--- src/rtl/mips_pkg.sv ---
// mips_pkg: shared register-file widths, write-request type and helpers
package mips_pkg;
    localparam int REG_ADDR_W = 5;
    localparam int DATA_W     = 32;
    localparam int NUM_REGS   = 1 << REG_ADDR_W;
    localparam logic [REG_ADDR_W-1:0] REG_ZERO = 5'd0;

    typedef struct packed {
        logic [REG_ADDR_W-1:0] rd;
        logic [DATA_W-1:0]     data;
    } wb_req_t;

    function automatic logic [NUM_REGS-1:0] rd_onehot(input logic [REG_ADDR_W-1:0] rd);
        return NUM_REGS'(1) << rd;
    endfunction
endpackage

--- src/rtl/wb_result_fifo.sv ---
// wb_result_fifo: circular buffer of queued MDU write requests with a flat entry view
module wb_result_fifo
    import mips_pkg::*;
#(
    parameter int DEPTH = 4
) (
    input  logic                   clk,
    input  logic                   rst,
    input  logic                   push,
    input  wb_req_t                push_req,
    input  logic                   pop,
    output logic                   full,
    output logic                   empty,
    output wb_req_t                head,
    output logic [$clog2(DEPTH):0] count,
    output wb_req_t [DEPTH-1:0]    entries,
    output logic [DEPTH-1:0]       valid
);
    localparam int PW = $clog2(DEPTH);
    localparam int CW = PW + 1;

    logic [PW-1:0] wr_ptr, rd_ptr;

    assign full  = count == CW'(DEPTH);
    assign empty = count == '0;
    assign head  = entries[rd_ptr];

    // pointers, occupancy and per-slot valid bits; pointers wrap naturally at the power-of-2 depth
    always_ff @(posedge clk or posedge rst) begin
        if (rst) begin
            wr_ptr <= '0;
            rd_ptr <= '0;
            count  <= '0;
            valid  <= '0;
        end else begin
            if (pop) begin
                rd_ptr         <= rd_ptr + PW'(1);
                valid[rd_ptr]  <= 1'b0;
            end
            if (push) begin
                wr_ptr         <= wr_ptr + PW'(1);
                valid[wr_ptr]  <= 1'b1;
            end
            count <= count + CW'(push) - CW'(pop);
        end
    end

    // payload storage needs no reset: slot contents only matter while valid
    always_ff @(posedge clk) begin
        if (push) entries[wr_ptr] <= push_req;
    end
endmodule

--- src/rtl/wb_write_arbiter.sv ---
// wb_write_arbiter: merges in-order pipeline results and queued MDU results onto the regfile write port
module wb_write_arbiter
    import mips_pkg::*;
#(
    parameter int FIFO_DEPTH   = 4,
    parameter int STARVE_LIMIT = 8
) (
    input  logic                  clk,
    input  logic                  rst,
    input  logic                  pipe_valid,
    input  logic                  pipe_regwrite,
    input  logic [REG_ADDR_W-1:0] pipe_rd,
    input  logic [DATA_W-1:0]     pipe_data,
    input  logic                  mdu_valid,
    output logic                  mdu_ready,
    input  logic [REG_ADDR_W-1:0] mdu_rd,
    input  logic [DATA_W-1:0]     mdu_data,
    output logic                  wb_regwrite,
    output logic [REG_ADDR_W-1:0] wb_rd,
    output logic [DATA_W-1:0]     wb_writedata,
    output logic [NUM_REGS-1:0]   pending_mask,
    output logic                  stall_req,
    output logic                  protocol_err
);
    localparam int CW = $clog2(FIFO_DEPTH) + 1;
    localparam int SW = $clog2(STARVE_LIMIT) + 1;

    logic                      pipe_wr, push, pop, full, empty;
    logic [CW-1:0]             count;
    wb_req_t                   head;
    wb_req_t [FIFO_DEPTH-1:0]  entries;
    logic [FIFO_DEPTH-1:0]     valid;
    logic [SW-1:0]             starve_cnt;

    assign pipe_wr   = pipe_valid & pipe_regwrite & (pipe_rd != REG_ZERO);
    assign mdu_ready = count < CW'(FIFO_DEPTH);
    assign push      = mdu_valid & ~full & (mdu_rd != REG_ZERO);
    assign pop       = ~pipe_wr & ~empty;

    wb_result_fifo #(.DEPTH(FIFO_DEPTH)) u_fifo (
        .clk      (clk),
        .rst      (rst),
        .push     (push),
        .push_req ('{rd: mdu_rd, data: mdu_data}),
        .pop      (pop),
        .full     (full),
        .empty    (empty),
        .head     (head),
        .count    (count),
        .entries  (entries),
        .valid    (valid)
    );

    // destinations still sitting in the queue, for the decode hazard check
    always_comb begin
        pending_mask = '0;
        for (int i = 0; i < FIFO_DEPTH; i++)
            if (valid[i]) pending_mask |= rd_onehot(entries[i].rd);
    end

    // fixed-priority grant of the single write port: pipeline first, then queue head
    always_ff @(posedge clk or posedge rst) begin
        if (rst) begin
            wb_regwrite  <= 1'b0;
            wb_rd        <= '0;
            wb_writedata <= '0;
        end else if (pipe_wr) begin
            wb_regwrite  <= 1'b1;
            wb_rd        <= pipe_rd;
            wb_writedata <= pipe_data;
        end else if (pop) begin
            wb_regwrite  <= 1'b1;
            wb_rd        <= head.rd;
            wb_writedata <= head.data;
        end else begin
            wb_regwrite  <= 1'b0;
        end
    end

    // count how long the head has been starved and ask for bubbles once the limit is hit
    always_ff @(posedge clk or posedge rst) begin
        if (rst) begin
            starve_cnt <= '0;
            stall_req  <= 1'b0;
        end else begin
            stall_req  <= (starve_cnt >= SW'(STARVE_LIMIT - 1)) & ~empty & ~pop;
            starve_cnt <= (empty | pop) ? '0 :
                          (starve_cnt == SW'(STARVE_LIMIT - 1)) ? starve_cnt : starve_cnt + SW'(1);
        end
    end

    // sticky flag for pipeline writes that break the stall or WAW contract
    always_ff @(posedge clk or posedge rst) begin
        if (rst) protocol_err <= 1'b0;
        else if (pipe_wr & (stall_req | pending_mask[pipe_rd])) protocol_err <= 1'b1;
    end
endmodule

--- config.mk ---
export PLATFORM = sky130hd
export DESIGN_NAME = wb_write_arbiter
export DESIGN_NICKNAME = d
export VERILOG_FILES = /design/src/rtl/mips_pkg.sv /design/src/rtl/wb_result_fifo.sv /design/src/rtl/wb_write_arbiter.sv
export SDC_FILE = /design/constraint.sdc
export NUM_CORES = 1
export LEC_CHECK = 0
export ABC_AREA = 0
export BUFFER_PORTS_ARGS = -buffer_cell sky130_fd_sc_hd__buf_2
export CAP_MARGIN = 25
export CORE_AREA = 4 4 201 203
export DETAILED_ROUTE_END_ITERATION = 16
export DIE_AREA = 0 0 205 207
export GPL_ROUTABILITY_DRIVEN = 0
export PLACE_DENSITY = 0.48
export SLEW_MARGIN = 20
export SYNTH_ARGS = -nofsm -noshare
export SYNTH_HDL_FRONTEND = slang
export SYNTH_SLANG_ARGS = --single-unit
--- constraint.sdc ---
create_clock -name clk -period 3.1 [get_ports clk]
set_input_delay 0.62 -clock clk [delete_from_list [all_inputs] [get_ports clk]]
set_output_delay 0.62 -clock clk [all_outputs]
set_load 0.02 [all_outputs]
# ---- Yosys cells after proc, flatten, opt, wreduce, memory -nomap -nowiden
# Index checks and enable logic that the tools add are counted.
dict set report op_classes {
  n_eq_ne 3
  n_bitwise 20
  magnitude_cmp 7
  n_div 0
  mux 25
  mul 0
  shift 4
  reduce_logical 6
  add_sub_neg 5
}
# op count
set op_table {}
lappend op_table {{two-way mux 32 bit} 6}
lappend op_table {{bitwise mux 148 bit} 1}
lappend op_table {{left shift 1 x 5 -> 32 bit, first input constant} 4}
lappend op_table {{bitwise OR 32 bit} 3}
lappend op_table {{binary-select mux 37 bit (select 2 bit)} 1}
lappend op_table {{demux 37 bit (select 2 bit)} 1}
lappend op_table {{two-way mux 37 bit} 2}
lappend op_table {{two-way mux 4 bit} 4}
lappend op_table {{two-way mux 5 bit} 2}
lappend op_table {{nonzero test 5 bit} 2}
lappend op_table {{bitwise AND 1 bit} 8}
lappend op_table {{less-than comparator 2 x 3 -> 1 bit, second input constant} 2}
lappend op_table {{less-than comparator 5 x 6 -> 1 bit, second input constant} 1}
lappend op_table {{binary-select mux 1 bit (select 5 bit)} 1}
lappend op_table {{two-way mux 1 bit} 5}
lappend op_table {{adder 2 x 1 -> 2 bit, second input constant} 2}
lappend op_table {{adder 4 x 1 -> 4 bit, second input constant} 1}
lappend op_table {{bitwise AND 4 bit} 1}
lappend op_table {{demux 1 bit (select 2 bit)} 2}
lappend op_table {{equality test 4 x 3 -> 1 bit, second input constant} 1}
lappend op_table {{>= comparator 2 x 1 -> 1 bit, second input constant} 2}
lappend op_table {{>= comparator 4 x 3 -> 1 bit, second input constant} 1}
lappend op_table {{NOT 1 bit} 4}
lappend op_table {{NOT 4 bit} 1}
lappend op_table {{other kinds (10)} 12}
dict set report word_totals {
  register_bits 203
  romBits 0
  latch_bits 0
  ramBits 0
  wordCells 88
  n_memories 0
}

# ---- Logic depth before layout (Yosys ltp)
dict set report logic_depth {
  ltp_word 12
  mapped_depth 12
  mapped_depth_nobuf 10
}

# ---- Cells and area by module
# Synthesis repeated with hierarchy kept, for this count alone.
dict set report hier_totals {
  cells_unflattened 696
  hier_area_um2 9609.2
}
# module instances seq_area_each_um2 area_each_um2 cells_each
set by_module_without_submodules {}
lappend by_module_without_submodules {wb_result_fifo 1 4719.5 5921.9 246}
lappend by_module_without_submodules {wb_write_arbiter 1 1101.1 3687.3 450}

# ---- Worst setup path after synthesis
# OpenSTA, ideal clock, no wires.
dict set report synth_path {
  path_type {input -> register}
  start {input pipe_rd[4]}
  end {register u_fifo.count[2]}
  required_time_ns 2.977
  arrival_time_ns 3.062
  stages 12
  path_buffers 2
  path_slack_ns -0.085
  path_cell_list {clkbuf_1 > or4_1 > o21ba_2 > clkbuf_1 > nor2_2 > ha_1 > inv_1 > ha_1 > inv_1 > fa_1 > xnor2_1 > xnor2_1}
}
dict set report synth_between {
  elab_chain_cells 5
}
# element line_no
set synth_rtl {}
lappend synth_rtl {{from (decl)} wb_write_arbiter.sv:12} ;# input logic [REG_ADDR_W-1:0] pipe_rd,
lappend synth_rtl {{nonzero test 5 bit} wb_write_arbiter.sv:35} ;# assign pipe_wr = pipe_valid & pipe_regwrite & (pipe_rd != REG_ZERO);
lappend synth_rtl {{bitwise AND 1 bit} wb_write_arbiter.sv:35}
lappend synth_rtl {{NOT 1 bit} wb_write_arbiter.sv:38} ;# assign pop = ~pipe_wr & ~empty;
lappend synth_rtl {{bitwise AND 1 bit} wb_write_arbiter.sv:38}
lappend synth_rtl {{named net pop} wb_write_arbiter.sv:28} ;# logic pipe_wr, push, pop, full, empty;
lappend synth_rtl {{subtractor 3 x 1 -> 3 bit} wb_result_fifo.sv:44} ;# count <= count + CW'(push) - CW'(pop);
lappend synth_rtl {{to (signal assigned)} wb_result_fifo.sv:44}
lappend synth_rtl {{to (decl)} wb_result_fifo.sv:15} ;# output logic [$clog2(DEPTH):0] count,
# The timed path passes the listed nets, and every way through them passes these cells.
# A chain may end at the register's enable or synchronous reset.

# ---- Worst setup path after layout
dict set report layout_path {
  start {register u_fifo.entries[107] (netlist name)}
  end {output pending_mask[11]}
}
dict set report layout_between {
  elab_chain_cells 5
}
# element line_no
set layout_rtl {}
lappend layout_rtl {{left shift 1 x 5 -> 32 bit (*)} mips_pkg.sv:14} ;# return NUM_REGS'(1) << rd;
lappend layout_rtl {{bitwise OR 32 bit (*)} wb_write_arbiter.sv:58} ;# if (valid[i]) pending_mask |= rd_onehot(entries[i].rd);
lappend layout_rtl {{two-way mux 32 bit (*)} wb_write_arbiter.sv:58}
lappend layout_rtl {{bitwise OR 32 bit} wb_write_arbiter.sv:58}
lappend layout_rtl {{two-way mux 32 bit (*)} wb_write_arbiter.sv:58}
lappend layout_rtl {{to (decl)} wb_write_arbiter.sv:21} ;# output logic [NUM_REGS-1:0] pending_mask,
# Every way passes the cells marked *; elsewhere a longest branch is shown, timed or not.

==> out/summary.txt <==
Die Area: 42,400 um2
Die X: 205 um
Sw Share: 33.9%
Pwr per Cell Area: 884 nW/um2
WP data arrival: 2380 ps
CP delay by family, top: simple AND/OR/NAND/NOR gates
pre-CTS setup slack: 175 ps
Static Leak: 0.00451 uW
Initial Utilization: 25.0%
diode count: 0
syn avg cell area: 13.8 um2
Core Box Area: 38,500 um2
Synth Net Count: 786
Crit Path Category: reg -> out
sw power: 3570 uW
top-area cell type share of the netlist area: 46.3%
run status: finished clean
Max Clock Freq: 0.333 GHz
WP depth: 4
main combinational cell family by area after synthesis: multiplexers
row cnt: 72
wire length per cell: 20.1 um
Area after DPL: 11,100 um2
Final Critical Period: 3000 ps
cells after synthesis: 695
number of buffers created by CTS: 25
hold crit path type: in -> async
vias per cell: 4.75
clk buf depth: 3
sequential-to-total area share from yosys stat: 60.6%
global-route wire length before repair: 42,300 um
measured slew at the worst slew-check pin: 820 ps
Compound-Gate Fraction of Synth Area: 9.53%
cell depth of the worst flop-to-flop path: 7
IO Pins: 152
global-route usage over all layers: 12.8%
part of the power in combinational logic: 31.9%
pin count of the biggest net entering global routing: 74
DR vias: 6,605
unrepaired setup endpoints after global routing: no
Remaining DRCs: 0
TritonRoute pass-1 iters: 5
layout cells sized above 1: 32.1%
Final period util: 96.7%
post-synthesis xor/xnor area fraction: 0.456%
Post-layout nets: 946
final wirelength: 27,900 um
Yosys reg bits: 203
vias in the first global route: 6,803
FF-to-FF Start: u_fifo.entries[72]
Synth Flop Type: edfxtp_1
crit-path max cell delay: 610 ps
library cells used by synthesis: 78
Startpoint Class: register
Slowest cell on crit path: or4b_2
design area: 11,900 um2
Yosys warnings: 0
grt total ovfl: 0
Critical Path RT: 2480 ps
peak supply drop: 0.395 mV
multiplexer share of the synthesized area: 13.1%
CP Max Fanout: 9
ys async rst share: 27.1%
R2R setup slack: 500 ps
CP Capture Type: output pin
setup TNS: 0 ps
Adder-Cell Fraction of Synth Area: 1.64%
Simple-Gate Fraction of Synth Area: 11.8%
initial antenna violation count: 2
top post-synthesis cells by area: edfxtp_1, dfrtp_1, mux4_2
Filler cells: 3,931
Crit Reg-Reg Endpoint: protocol_err
top cell type by total area after synthesis: edfxtp_1
post-route ant nets: 0
Root Buffer: clkbuf_16
clk slew on worst S/H paths: 60 ps
Die H: 207 um
Setup crit end: pending_mask[11]
Final WS setup: 101 ps
clk_skew: 17.8 ps
clock power share: 28.1%
clk_lat worst skew: 520 ps
Final setup viols: 0
H-tree Lvls: 1
port bufs: 151
P_int: 6970 uW
placed wire-length estimate: 19,500 um
Sink Count: 203
CTS tree: yes
critical path buffer and inverter count: 1
mapped cell area: 9600 um2
initial DRC count: 475
worst setup path startpoint: u_fifo.entries[107]
sequential power share: 40.0%
Slew Viols, Final: 0
Design Power: 10,500 uW
Post-synth EDFFs: 148
final hold violations: 0
Util after Layout: 31.0%
Worst slew margin: 45.4%
Max Cap Violations: 0
CP Cell Sequence: or2b_4 -> or4b_2 -> nand3b_1 -> buf_2
Area Growth Syn to Fin: 24.2%
## metal layers
metal | track usage (%) | wire length (um) | vias up
met1 | 17.2 | 12100 | 3255
li1 | - | - | 3032
met4 | 3.42 | 793 | 2
met3 | 3.43 | 2130 | 52
met2 | 20.5 | 12900 | 264
met5 | 0 | 11 | -
## worst min-delay path by stage
stage | start | to | slack, ps | cells after the start
2_1_floorplan | u_fifo.count[2] | u_fifo.count[2] | 470 | 1
3_5_place_dp | u_fifo.count[2] | u_fifo.count[2] | 510 | 1
4_1_cts | rst | wb_writedata[3] | 190 | 2
6_report | rst | wb_writedata[3] | 180 | 2
5_1_grt | rst | wb_writedata[3] | 200 | 2
3_3_place_gp | u_fifo.count[2] | u_fifo.count[2] | 510 | 1
## flip-flops by register name, summed over array words and instances (netlist names)
| signal | count |
|---|---|
| protocol_err | 1 |
| stall_req | 1 |
| starve_cnt | 4 |
| u_fifo.count | 3 |
| u_fifo.entries | 148 |
| u_fifo.rd_ptr | 2 |
| u_fifo.valid | 4 |
| u_fifo.wr_ptr | 2 |
| wb_rd | 5 |
| wb_regwrite | 1 |
| wb_writedata | 32 |
## power by group through the flow
stage / registers, uW / clock network (uW) / logic [uW]
6_report: 4210 / 2960 / 3360
5_1_grt: 4310 / 3190 / 3710
4_1_cts: 4240 / 3070 / 3450
3_5_place_dp: 4290 / 0 / 3440
3_3_place_gp: 4270 / 0 / 3430
2_1_floorplan: 4280 / 0 / 2140
## layout by cell type (no fill, tap or decap), types with 9 or more instances in the layout
cell	Yosys	layout
clkbuf_16	0	25
edfxtp_1	148	148
inv_1	14	13
mux4_2	36	36
a22oi_1	9	9
ha_1	11	11
buf_4	3	26
nand2_1	70	70
buf_2	17	151
nand3b_1	10	10
dfrtp_1	55	53
mux2i_1	40	40
o21ai_0	41	41
nor2_1	31	31
clkbuf_1	25	9
o22ai_1	21	21
nand3_1	10	10
## cells in the mapped netlist (8+ instances only)
cell and number:
a211o_1 8, a21oi_1 8, a22oi_1 9, buf_2 17
clkbuf_1 25, dfrtp_1 55, edfxtp_1 148, ha_1 11
inv_1 14, mux2i_1 40, mux4_2 36, nand2_1 70
nand3_1 10, nand3b_1 10, nor2_1 31, o21ai_0 41
o22ai_1 21
## cells by family after synthesis
kind of cell	count (synthesis)
compound gates	132
xor+xnor	5
fa+ha+maj	12
buf+inv	63
flops	203
mux	79
simple gates	201
## area by class of cell
type	count	area, um2	area share [%]
Clock buffer	37	701	5.88
Clock inverter	8	144	1.21
Inverter	16	60.1	0.504
Multi-Input combinational cell	429	3530	29.6
Sequential cell	203	5830	48.9
Tap cell	518	648	5.44
Timing Repair Buffer	180	1010	8.48
## what timing repair did
item                       CTS  global route
buffers inserted             0             2
hold buffers                 0             0
setup endpoints to repair    0             4
gates resized for setup      0             1
## metrics by stage
step / hold WS, ps / instances
3_5_place_dp: 512 / 1344
5_1_grt: 205 / 1391
6_report: 183 / 1391
2_1_floorplan: 468 / 695
3_3_place_gp: 506 / 1344
4_1_cts: 187 / 1389
Power figures use the tool's default switching activity.
